==> src/rtl/toecam_ram_pkg.sv <==
// ToeCam RAM controller shared definitions.
// Contents: controller FSM state encoding, default RAM geometry, the widths of
// the optional statistics counters (built when TOECAM_RAM_CTRL_STATS_EN is
// defined) and the requester indices used by the write-port arbiter.
package toecam_ram_pkg;

    typedef enum logic {
        ST_INIT = 1'b0,   // clearing the RAM after reset
        ST_RUN  = 1'b1    // serving lookups, inserts and deletes
    } ctrlState_t;

    localparam int A_DEF       = 9;    // RAM address width (depth 2^A)
    localparam int D_DEF       = 64;   // RAM data width
    localparam int STAT_OP_W   = 32;   // lookup/insert/delete counters
    localparam int STAT_COLL_W = 16;   // bypass event counter

    localparam int ARB_INS = 0;        // arbiter request/grant index of inserts
    localparam int ARB_DEL = 1;        // arbiter request/grant index of deletes

endpackage

==> src/rtl/toecam_rr_arb2.sv <==
// Two-requester round-robin arbiter for the RAM write port.
// Ports:
//   Clk, Rst_n : clock, asynchronous active-low reset
//   En         : grants are only issued while high
//   Req[1:0]   : requests, index ARB_INS / ARB_DEL
//   Gnt[1:0]   : one-hot (or zero) grant, combinational from Req and pointer
// The pointer names the side that wins when both request; it comes out of
// reset favouring deletes and hands priority to the other side after a grant.
module toecam_rr_arb2
    import toecam_ram_pkg::*;
(
    input  logic       Clk,
    input  logic       Rst_n,
    input  logic       En,
    input  logic [1:0] Req,
    output logic [1:0] Gnt
);

    logic ptrDelQ;

    always_comb begin
        Gnt = 2'b00;
        if (En) begin
            if (Req == 2'b11) begin
                Gnt[ARB_DEL] = ptrDelQ;
                Gnt[ARB_INS] = ~ptrDelQ;
            end else begin
                Gnt = Req;
            end
        end
    end

    always_ff @(posedge Clk or negedge Rst_n) begin
        if (!Rst_n) begin
            ptrDelQ <= 1'b1;
        end else if (Gnt[ARB_INS]) begin
            ptrDelQ <= 1'b1;
        end else if (Gnt[ARB_DEL]) begin
            ptrDelQ <= 1'b0;
        end
    end

endmodule

==> src/rtl/toecam_ram_ctrl.sv <==
// ToeCam RAM controller / arbiter.
// After reset it sweeps zeros over every RAM address through the write-only
// port, then serves lookups on the read/write port and arbitrates insert and
// delete requests onto the write port. A lookup that hits the address being
// written in the same cycle returns the newly written value.
// Ports:
//   Clk, Rst_n                     : clock, asynchronous active-low reset
//   InitDone                       : RAM clear complete (RUN state)
//   LkpReq/LkpAddr/LkpGnt          : lookup request handshake
//   LkpVld/LkpData                 : lookup result, one cycle after grant
//   InsReq/InsAddr/InsData/InsGnt  : insert request handshake
//   DelReq/DelAddr/DelGnt          : delete request handshake
//   RamRw*                         : RAM read/write port (used read-only)
//   RamWr*                         : RAM write-only port
// Optional build macro TOECAM_RAM_CTRL_STATS_EN adds the saturating counters
// StatLkp, StatIns, StatDel (granted operations) and StatColl (bypass events),
// counted in RUN only.
module toecam_ram_ctrl
    import toecam_ram_pkg::*;
#(
    parameter int A = A_DEF,
    parameter int D = D_DEF
) (
    input  logic                   Clk,
    input  logic                   Rst_n,
    output logic                   InitDone,
`ifdef TOECAM_RAM_CTRL_STATS_EN
    output logic [STAT_OP_W-1:0]   StatLkp,
    output logic [STAT_OP_W-1:0]   StatIns,
    output logic [STAT_OP_W-1:0]   StatDel,
    output logic [STAT_COLL_W-1:0] StatColl,
`endif
    input  logic                   LkpReq,
    input  logic [A-1:0]           LkpAddr,
    output logic                   LkpGnt,
    output logic                   LkpVld,
    output logic [D-1:0]           LkpData,
    input  logic                   InsReq,
    input  logic [A-1:0]           InsAddr,
    input  logic [D-1:0]           InsData,
    output logic                   InsGnt,
    input  logic                   DelReq,
    input  logic [A-1:0]           DelAddr,
    output logic                   DelGnt,
    output logic                   RamRwEnb,
    output logic [A-1:0]           RamRwAddr,
    output logic [D-1:0]           RamRwData,
    input  logic [D-1:0]           RamRwDataOut,
    output logic                   RamWrEnb,
    output logic [A-1:0]           RamWrAddr,
    output logic [D-1:0]           RamWrData
);

    ctrlState_t     stateQ, stateNxt;
    logic [A-1:0]   sweepCntQ;
    logic           run;
    logic [1:0]     wrGnt;
    logic           collision_p0;
    logic           lkpVld_p1;
    logic           collHit_p1;
    logic [D-1:0]   bypData_p1;

    assign run = (stateQ == ST_RUN);

    always_ff @(posedge Clk or negedge Rst_n) begin
        if (!Rst_n) begin
            stateQ <= ST_INIT;
        end else begin
            stateQ <= stateNxt;
        end
    end

    always_comb begin
        stateNxt = stateQ;
        if (stateQ == ST_INIT && sweepCntQ == '1) begin
            stateNxt = ST_RUN;
        end
    end

    always_ff @(posedge Clk or negedge Rst_n) begin
        if (!Rst_n) begin
            sweepCntQ <= '0;
        end else if (stateQ == ST_INIT) begin
            sweepCntQ <= sweepCntQ + 1'b1;
        end
    end

    toecam_rr_arb2 uArb (
        .Clk   (Clk),
        .Rst_n (Rst_n),
        .En    (run),
        .Req   ({DelReq, InsReq}),
        .Gnt   (wrGnt)
    );

    always_comb begin
        InitDone  = run;
        LkpGnt    = run & LkpReq;
        InsGnt    = wrGnt[ARB_INS];
        DelGnt    = wrGnt[ARB_DEL];
        RamRwEnb  = 1'b0;
        RamRwAddr = LkpAddr;
        RamRwData = '0;
        RamWrEnb  = 1'b0;
        RamWrAddr = '0;
        RamWrData = '0;
        if (stateQ == ST_INIT) begin
            // INIT is also the state held during reset; keep the port quiet then.
            RamWrEnb  = Rst_n;
            RamWrAddr = sweepCntQ;
        end else if (wrGnt[ARB_INS]) begin
            RamWrEnb  = 1'b1;
            RamWrAddr = InsAddr;
            RamWrData = InsData;
        end else if (wrGnt[ARB_DEL]) begin
            RamWrEnb  = 1'b1;
            RamWrAddr = DelAddr;
        end
    end

    // The RAM returns the pre-write contents when read and write hit the same
    // address in one cycle, so the written value is captured for the result.
    assign collision_p0 = LkpGnt & (InsGnt | DelGnt) & (LkpAddr == RamWrAddr);

    // ---- stage p0 -> p1: lookup result cycle ----
    always_ff @(posedge Clk or negedge Rst_n) begin
        if (!Rst_n) begin
            lkpVld_p1  <= 1'b0;
            collHit_p1 <= 1'b0;
        end else begin
            lkpVld_p1  <= LkpGnt;
            collHit_p1 <= collision_p0;
        end
    end

    always_ff @(posedge Clk) begin
        if (collision_p0) begin
            bypData_p1 <= RamWrData;
        end
    end

    assign LkpVld  = lkpVld_p1;
    assign LkpData = !lkpVld_p1 ? '0 : (collHit_p1 ? bypData_p1 : RamRwDataOut);

`ifdef TOECAM_RAM_CTRL_STATS_EN
    logic [STAT_OP_W-1:0]   statLkpQ, statInsQ, statDelQ;
    logic [STAT_COLL_W-1:0] statCollQ;

    function automatic logic [STAT_OP_W-1:0] satIncOp(input logic [STAT_OP_W-1:0] v);
        return (&v) ? v : v + 1'b1;
    endfunction

    function automatic logic [STAT_COLL_W-1:0] satIncColl(input logic [STAT_COLL_W-1:0] v);
        return (&v) ? v : v + 1'b1;
    endfunction

    always_ff @(posedge Clk or negedge Rst_n) begin
        if (!Rst_n) begin
            statLkpQ  <= '0;
            statInsQ  <= '0;
            statDelQ  <= '0;
            statCollQ <= '0;
        end else if (run) begin
            if (LkpGnt)       statLkpQ  <= satIncOp(statLkpQ);
            if (InsGnt)       statInsQ  <= satIncOp(statInsQ);
            if (DelGnt)       statDelQ  <= satIncOp(statDelQ);
            if (collision_p0) statCollQ <= satIncColl(statCollQ);
        end
    end

    assign StatLkp  = statLkpQ;
    assign StatIns  = statInsQ;
    assign StatDel  = statDelQ;
    assign StatColl = statCollQ;
`endif

endmodule

==> config.mk <==
export PLATFORM = sky130hd
export DESIGN_NAME = toecam_ram_ctrl
export DESIGN_NICKNAME = d
export VERILOG_FILES = /design/src/rtl/toecam_ram_pkg.sv /design/src/rtl/toecam_rr_arb2.sv /design/src/rtl/toecam_ram_ctrl.sv
export SDC_FILE = /design/constraint.sdc
export NUM_CORES = 1
export LEC_CHECK = 0
export BUFFER_PORTS_ARGS = -buffer_cell sky130_fd_sc_hd__buf_2
export CORE_AREA = 2 2 147 149
export DETAILED_ROUTE_END_ITERATION = 6
export DIE_AREA = 0 0 149 151
export PLACE_DENSITY_LB_ADDON = 0.1
export RECOVER_POWER = 50
export SETUP_SLACK_MARGIN = 0.2
export SYNTH_ARGS = -nofsm -noshare
export SYNTH_HDL_FRONTEND = slang
export SYNTH_SLANG_ARGS = --single-unit
==> constraint.sdc <==
create_clock -name Clk -period 6.02 [get_ports Clk]
set_input_delay 0 -clock Clk [delete_from_list [all_inputs] [get_ports Clk]]
set_output_delay 0 -clock Clk [all_outputs]
set_load 0.05 [all_outputs]
* Word-level counts from Yosys, hierarchy flattened
Cells that the tools add are included.
Cells by class: multiplexer cells 14, reduce and logical (&&, ||, !) cells 2, equal/unequal tests 3, add/subtract/negate cells 1, bitwise logic cells 6
Operator list (number):
- two-way mux 64 bit | 4
- two-way mux 9 bit | 3
- adder 9 x 1 -> 9 bit (second input constant) | 1
- equality test 9 bit | 1
- equality test 9 bit (second input constant) | 1
- two-way mux 1 bit | 5
- two-way mux 2 bit | 2
- bitwise AND 1 bit | 3
- equality test 2 bit (second input constant) | 1
- inverter 1 bit | 2
- nonzero test 2 bit | 1
- logical AND 1 bit | 1
- OR 1 bit | 1
Storage, ports and cells: output and inout bits 217, word-level logic and storage cells 32, input bits 160, register bits 77

* Logic depth before layout (Yosys ltp)
depth after elaboration 8, gate-level depth with buffers 6, gate-level depth less buffers 5

* Cells and area by module
A second synthesis with hierarchy kept.
Second synthesis, totals: cell total of the unflattened synthesis 477, area, all modules 5062.4 µm²
Modules (own cells, without submodules):
- toecam_ram_ctrl | instances 1, cells an instance 469, area each 4999.8 µm², sequential area each 2222.1 µm²
- toecam_rr_arb2 | instances 1, cells an instance 8, area each 62.6 µm², sequential area each 26.3 µm²

* Worst setup path after synthesis
No wires, ideal clock.
path kind reg2reg, start point reg uArb.ptrDelQ, end point reg bypData_p1[0] (enable), buffers on the path 1, stages on the path, launching flop included 7, required time 5.592 ns, setup slack 2.014 ns, arrival 3.578 ns, cell sequence dfstp_2 > nand2b_4 > buf_6 > a32oi_1 > a21oi_1 > xnor2_1 > and4_1
Between the ends: cells in the longest elaborated chain, start to end 7
Ends and longest elaborated chain:
- start: declaration | line toecam_rr_arb2.sv:19 | logic ptrDelQ;
- start signal: assignment | line toecam_rr_arb2.sv:35 | ptrDelQ <= 1'b1;
- start signal: assignment | line toecam_rr_arb2.sv:37 | ptrDelQ <= 1'b1;
- start signal: assignment | line toecam_rr_arb2.sv:39 | ptrDelQ <= 1'b0;
- two-way mux 2 bit (*) | line toecam_rr_arb2.sv:24 | if (Req == 2'b11) begin
- two-way mux 2 bit (*) | line toecam_rr_arb2.sv:23 | if (En) begin
- two-way mux 9 bit / two-way mux 2 bit (equally long branches) | line toecam_ram_ctrl.sv:115, toecam_rr_arb2.sv:23
- two-way mux 9 bit (*) | line toecam_ram_ctrl.sv:111 | end else if (wrGnt[ARB_INS]) begin
- two-way mux 9 bit (*) | line toecam_ram_ctrl.sv:107 | if (stateQ == ST_INIT) begin
- named net RamWrAddr[3] | line toecam_ram_ctrl.sv:50 | output logic [A-1:0] RamWrAddr,
- equality test 9 bit (*) | line toecam_ram_ctrl.sv:123 | assign collision_p0 = LkpGnt & (InsGnt | DelGnt) & (LkpAddr == RamWrAddr);
- bitwise AND 1 bit (*) | line toecam_ram_ctrl.sv:123
- named net collision_p0 | line toecam_ram_ctrl.sv:58 | logic collision_p0;
- end signal: assignment | line toecam_ram_ctrl.sv:138 | bypData_p1 <= RamWrData;
- end: declaration | line toecam_ram_ctrl.sv:61 | logic [D-1:0] bypData_p1;
The timed path passes the listed nets; every way through them passes the cells marked *. A chain may end at the register's enable or synchronous reset.

* Worst setup path after layout
start point reg uArb.ptrDelQ, end point reg bypData_p1[31] (enable)
Between the ends: cells in the longest elaborated chain, start to end 7
Ends and longest elaborated chain (line):
- two-way mux 2 bit (*) | toecam_rr_arb2.sv:24
- two-way mux 2 bit (*) | toecam_rr_arb2.sv:23
- two-way mux 9 bit / two-way mux 2 bit (equally long branches) | toecam_ram_ctrl.sv:115, toecam_rr_arb2.sv:23
- two-way mux 9 bit | toecam_ram_ctrl.sv:111
- two-way mux 9 bit | toecam_ram_ctrl.sv:107
- equality test 9 bit | toecam_ram_ctrl.sv:123
- bitwise AND 1 bit (*) | toecam_ram_ctrl.sv:123
- named net collision_p0 | toecam_ram_ctrl.sv:58
Marked as above.

==> run_results.csv <==
group,metric,value,unit
status,status,"complete, but fails checks",
status,violations,"max-capacitance violations, max-slew violations",
clock_tree,h-tree-depth,3,
clock_tree,post_cts_buffers,0,
drt,wl_per_cell,16.0,um
die,initial_core_util,0.240,
critical_path,reg2reg_slack,1490,ps
die,die_h,151,um
grt,antenna_found_initial,0,
drt,vias,4312,
clock_tree,postCtsHoldBufs,22,
power,p_leak,3.11,nW
drt,routed_wl,16700,um
clock_tree,numCtsBuffers,9,
job,cap_violations,2,
logic_synthesis,synth_top_family_by_area,"simple AND/OR/NAND/NOR gates",
logic_synthesis,synth_most_common_cell,"buf_4",
final_layout,syn2layout_area_growth,38.1,%
logic_synthesis,synth-simple-area-share,0.197,
logic_synthesis,synth.area.mux_share,0.132,
placed_design,dp_hpwl,13000,um
critical_path,r2r_cells,6,
logic_synthesis,synth_common_cells,"buf_4, nor2b_1, and3_1",
logic_synthesis,ys_warn_count,0,
logic_synthesis,synth_compound_area_frac,0.0485,
critical_path,critical_path_class,"flop to flop",
critical_path,cp_data_required_time,5980,ps
drt,drc,0,
power,ir_drop,0.000106,V
logic_synthesis,yosys.area_share.adder,0.00500,
timing,fin_worst_skew,4.76,ps
die,die_x,149,um
logic_synthesis,netlist_area,5010,um2
final_layout,nets,926,
grt,grtUsageTotal,0.139,
clock_tree,cts_resized,0,
critical_path,crit_fanout,65,
logic_synthesis,syn_avg_cell_area,10.9,um2
critical_path,start_kind,"flop",
power,fin_total_pwr,1.34,mW
logic_synthesis,synth.area.top_cells,"edfxtp_1, mux2i_1, buf_4",
logic_synthesis,yosysUniqueCellTypes,39,
die,core,20800,um2
final_layout,final_core_util,0.332,
drt,drtIter0Drc,117,
clock_tree,clock-root-buffer,"clkbuf_16",
timing,rsz0062_at_grt,"no",
clock_tree,clkTransAtPathRegs,60,ps
placed_design,dpl_cell_area,6470,um2
critical_path,end_kind,"flop",
timing,worstMarginPinSlew,1730,ps
logic_synthesis,synth-xor-area-share,0.0227,
clock_tree,max-clock-path-buffers,2,
logic_synthesis,synth-edff-count,64,
timing,post-route-min-period,4530,ps
drt,first_pass_iters,4,
placed_design,port_buffers,311,
clock_tree,cts_tree,"yes",
grt,overflow,0,
critical_path,critPathCapture,"bypData_p1[31]",
die,row_count,53,
critical_path,r2r_start,"uArb.ptrDelQ",
critical_path,reg2reg_to,"bypData_p1[31]",
logic_synthesis,ys_ff_latch,77,
logic_synthesis,netlist_instances,461,
die,num_io_pins,377,
clock_tree,clock_latency,340,ps
timing,hold_viol,0,
logic_synthesis,seq_area_frac_synth,0.449,
timing,hold_ws,12.7,ps
timing,slew_headroom,-0.154,
placed_design,gp_congestion,0.801,
timing,timing.final.crit_share,0.753,
final_layout,stdcell_area,6910,um2
grt,grt_pass1_vias,4077,
die,die_area,22500,um2
timing,fmax,221,MHz
critical_path,cp.arrival,4490,ps
logic_synthesis,synth-async-reset-ratio,0.169,
logic_synthesis,synth_area_leader_cell,"edfxtp_1",
drt,ant_nets,0,
critical_path,startpoint,"uArb.ptrDelQ",
power,p_per_area,194,nW/um2
timing,tns,0,ps
clock_tree,clock-sinks,77,
grt,grt_pass1_wl,23300,um
logic_synthesis,synthFlopType,"edfxtp_1",
final_layout,drive_gt1_frac,0.357,
hold_path,min_path_type,"input pin to flop",
timing,maxSlewViolCount,112,
timing,finalSetupViolCount,0,
drt,routed_via_density,4.13,
grt,grt_max_degree,66,
logic_synthesis,synth_top_area_share,0.384,
through the flow:
step | setup slack (ps) | std cells
global placement | 2500 | 1006
CTS | 2360 | 1043
finish | 1490 | 1044
floorplan | 2010 | 525
global route | 1110 | 1043
detailed placement | 2380 | 1006
routing by layer:
metal | wire length [um] | vias up | global-route usage
li1 | - | 2091 | -
met1 | 6380 | 1978 | 0.156
met2 | 8790 | 230 | 0.257
met3 | 1320 | 13 | 0.0286
met4 | 252 | 0 | 0.0557
met5 | 0 | - | 0
state kept, by name, summed over array words and instances (netlist names):
name and flops:
collHit_p1 1, bypData_p1 64, InitDone 1, LkpVld 1, uArb.ptrDelQ 1, sweepCntQ 9
worst min-delay path by stage:
stage | end | slack [ps] | depth (start not counted) | start
5_1_grt | bypData_p1[4] | 0.4 | 2 | InsData[4]
4_1_cts | bypData_p1[43] | 0.2 | 2 | InsData[43]
6_report | bypData_p1[30] | 10 | 2 | InsData[30]
3_3_place_gp | sweepCntQ[5] | -70 | 1 | Rst_n
3_5_place_dp | sweepCntQ[8] | -70 | 1 | Rst_n
2_1_floorplan | InitDone | -300 | 0 | Rst_n
worst max-delay path, stage by stage, from the launching register on:
cell	delay, ps
dfstp_2	390
a21boi_4	690
clkbuf_1	1220
a221oi_1	280
a2111o_1	380
o41ai_2	210
and4_4	860
power breakdown:
group	internal, mW	leakage, nW	switching (mW)	total (mW)
sequential	0.570	0.602	0	0.570
combinational	0.0624	2.35	0.146	0.209
clock	0.361	0.150	0.203	0.564
kinds of logic (layout without fill, tap and decap cells):
logic type	Yosys count	after routing
simple gates	163	163
buf+inv	111	354
flops	77	77
mux	66	66
compound gates	28	28
xor+xnor	13	13
fa+ha+maj	2	2
other cells	1	66
final cells by class:
type | count | area, um2
Antenna cell | 1 | 2.50
Clock buffer | 11 | 233
Clock inverter | 4 | 73.8
Fill cell | 2222 | 13900
Inverter | 3 | 11.3
Multi-Input combinational cell | 337 | 2280
Sequential cell | 77 | 2250
Tap cell | 275 | 344
Timing Repair Buffer | 336 | 1720
placed cells by master, fill, tap and decap left out, types with 3 or more instances in the layout:
master         count
buf_2            247
nor2_1            14
clkbuf_1          67
a21oi_1           11
mux2i_1           64
and3_1            66
a32oi_2            3
dfrtp_1           11
edfxtp_1          64
conb_1            65
a32oi_1            5
nor2b_1           67
xnor2_1           11
dlygate4sd3_1     22
clkbuf_16          9
nand3_1            4
inv_1              3
Note: power is estimated with default switching activity, not from simulation.
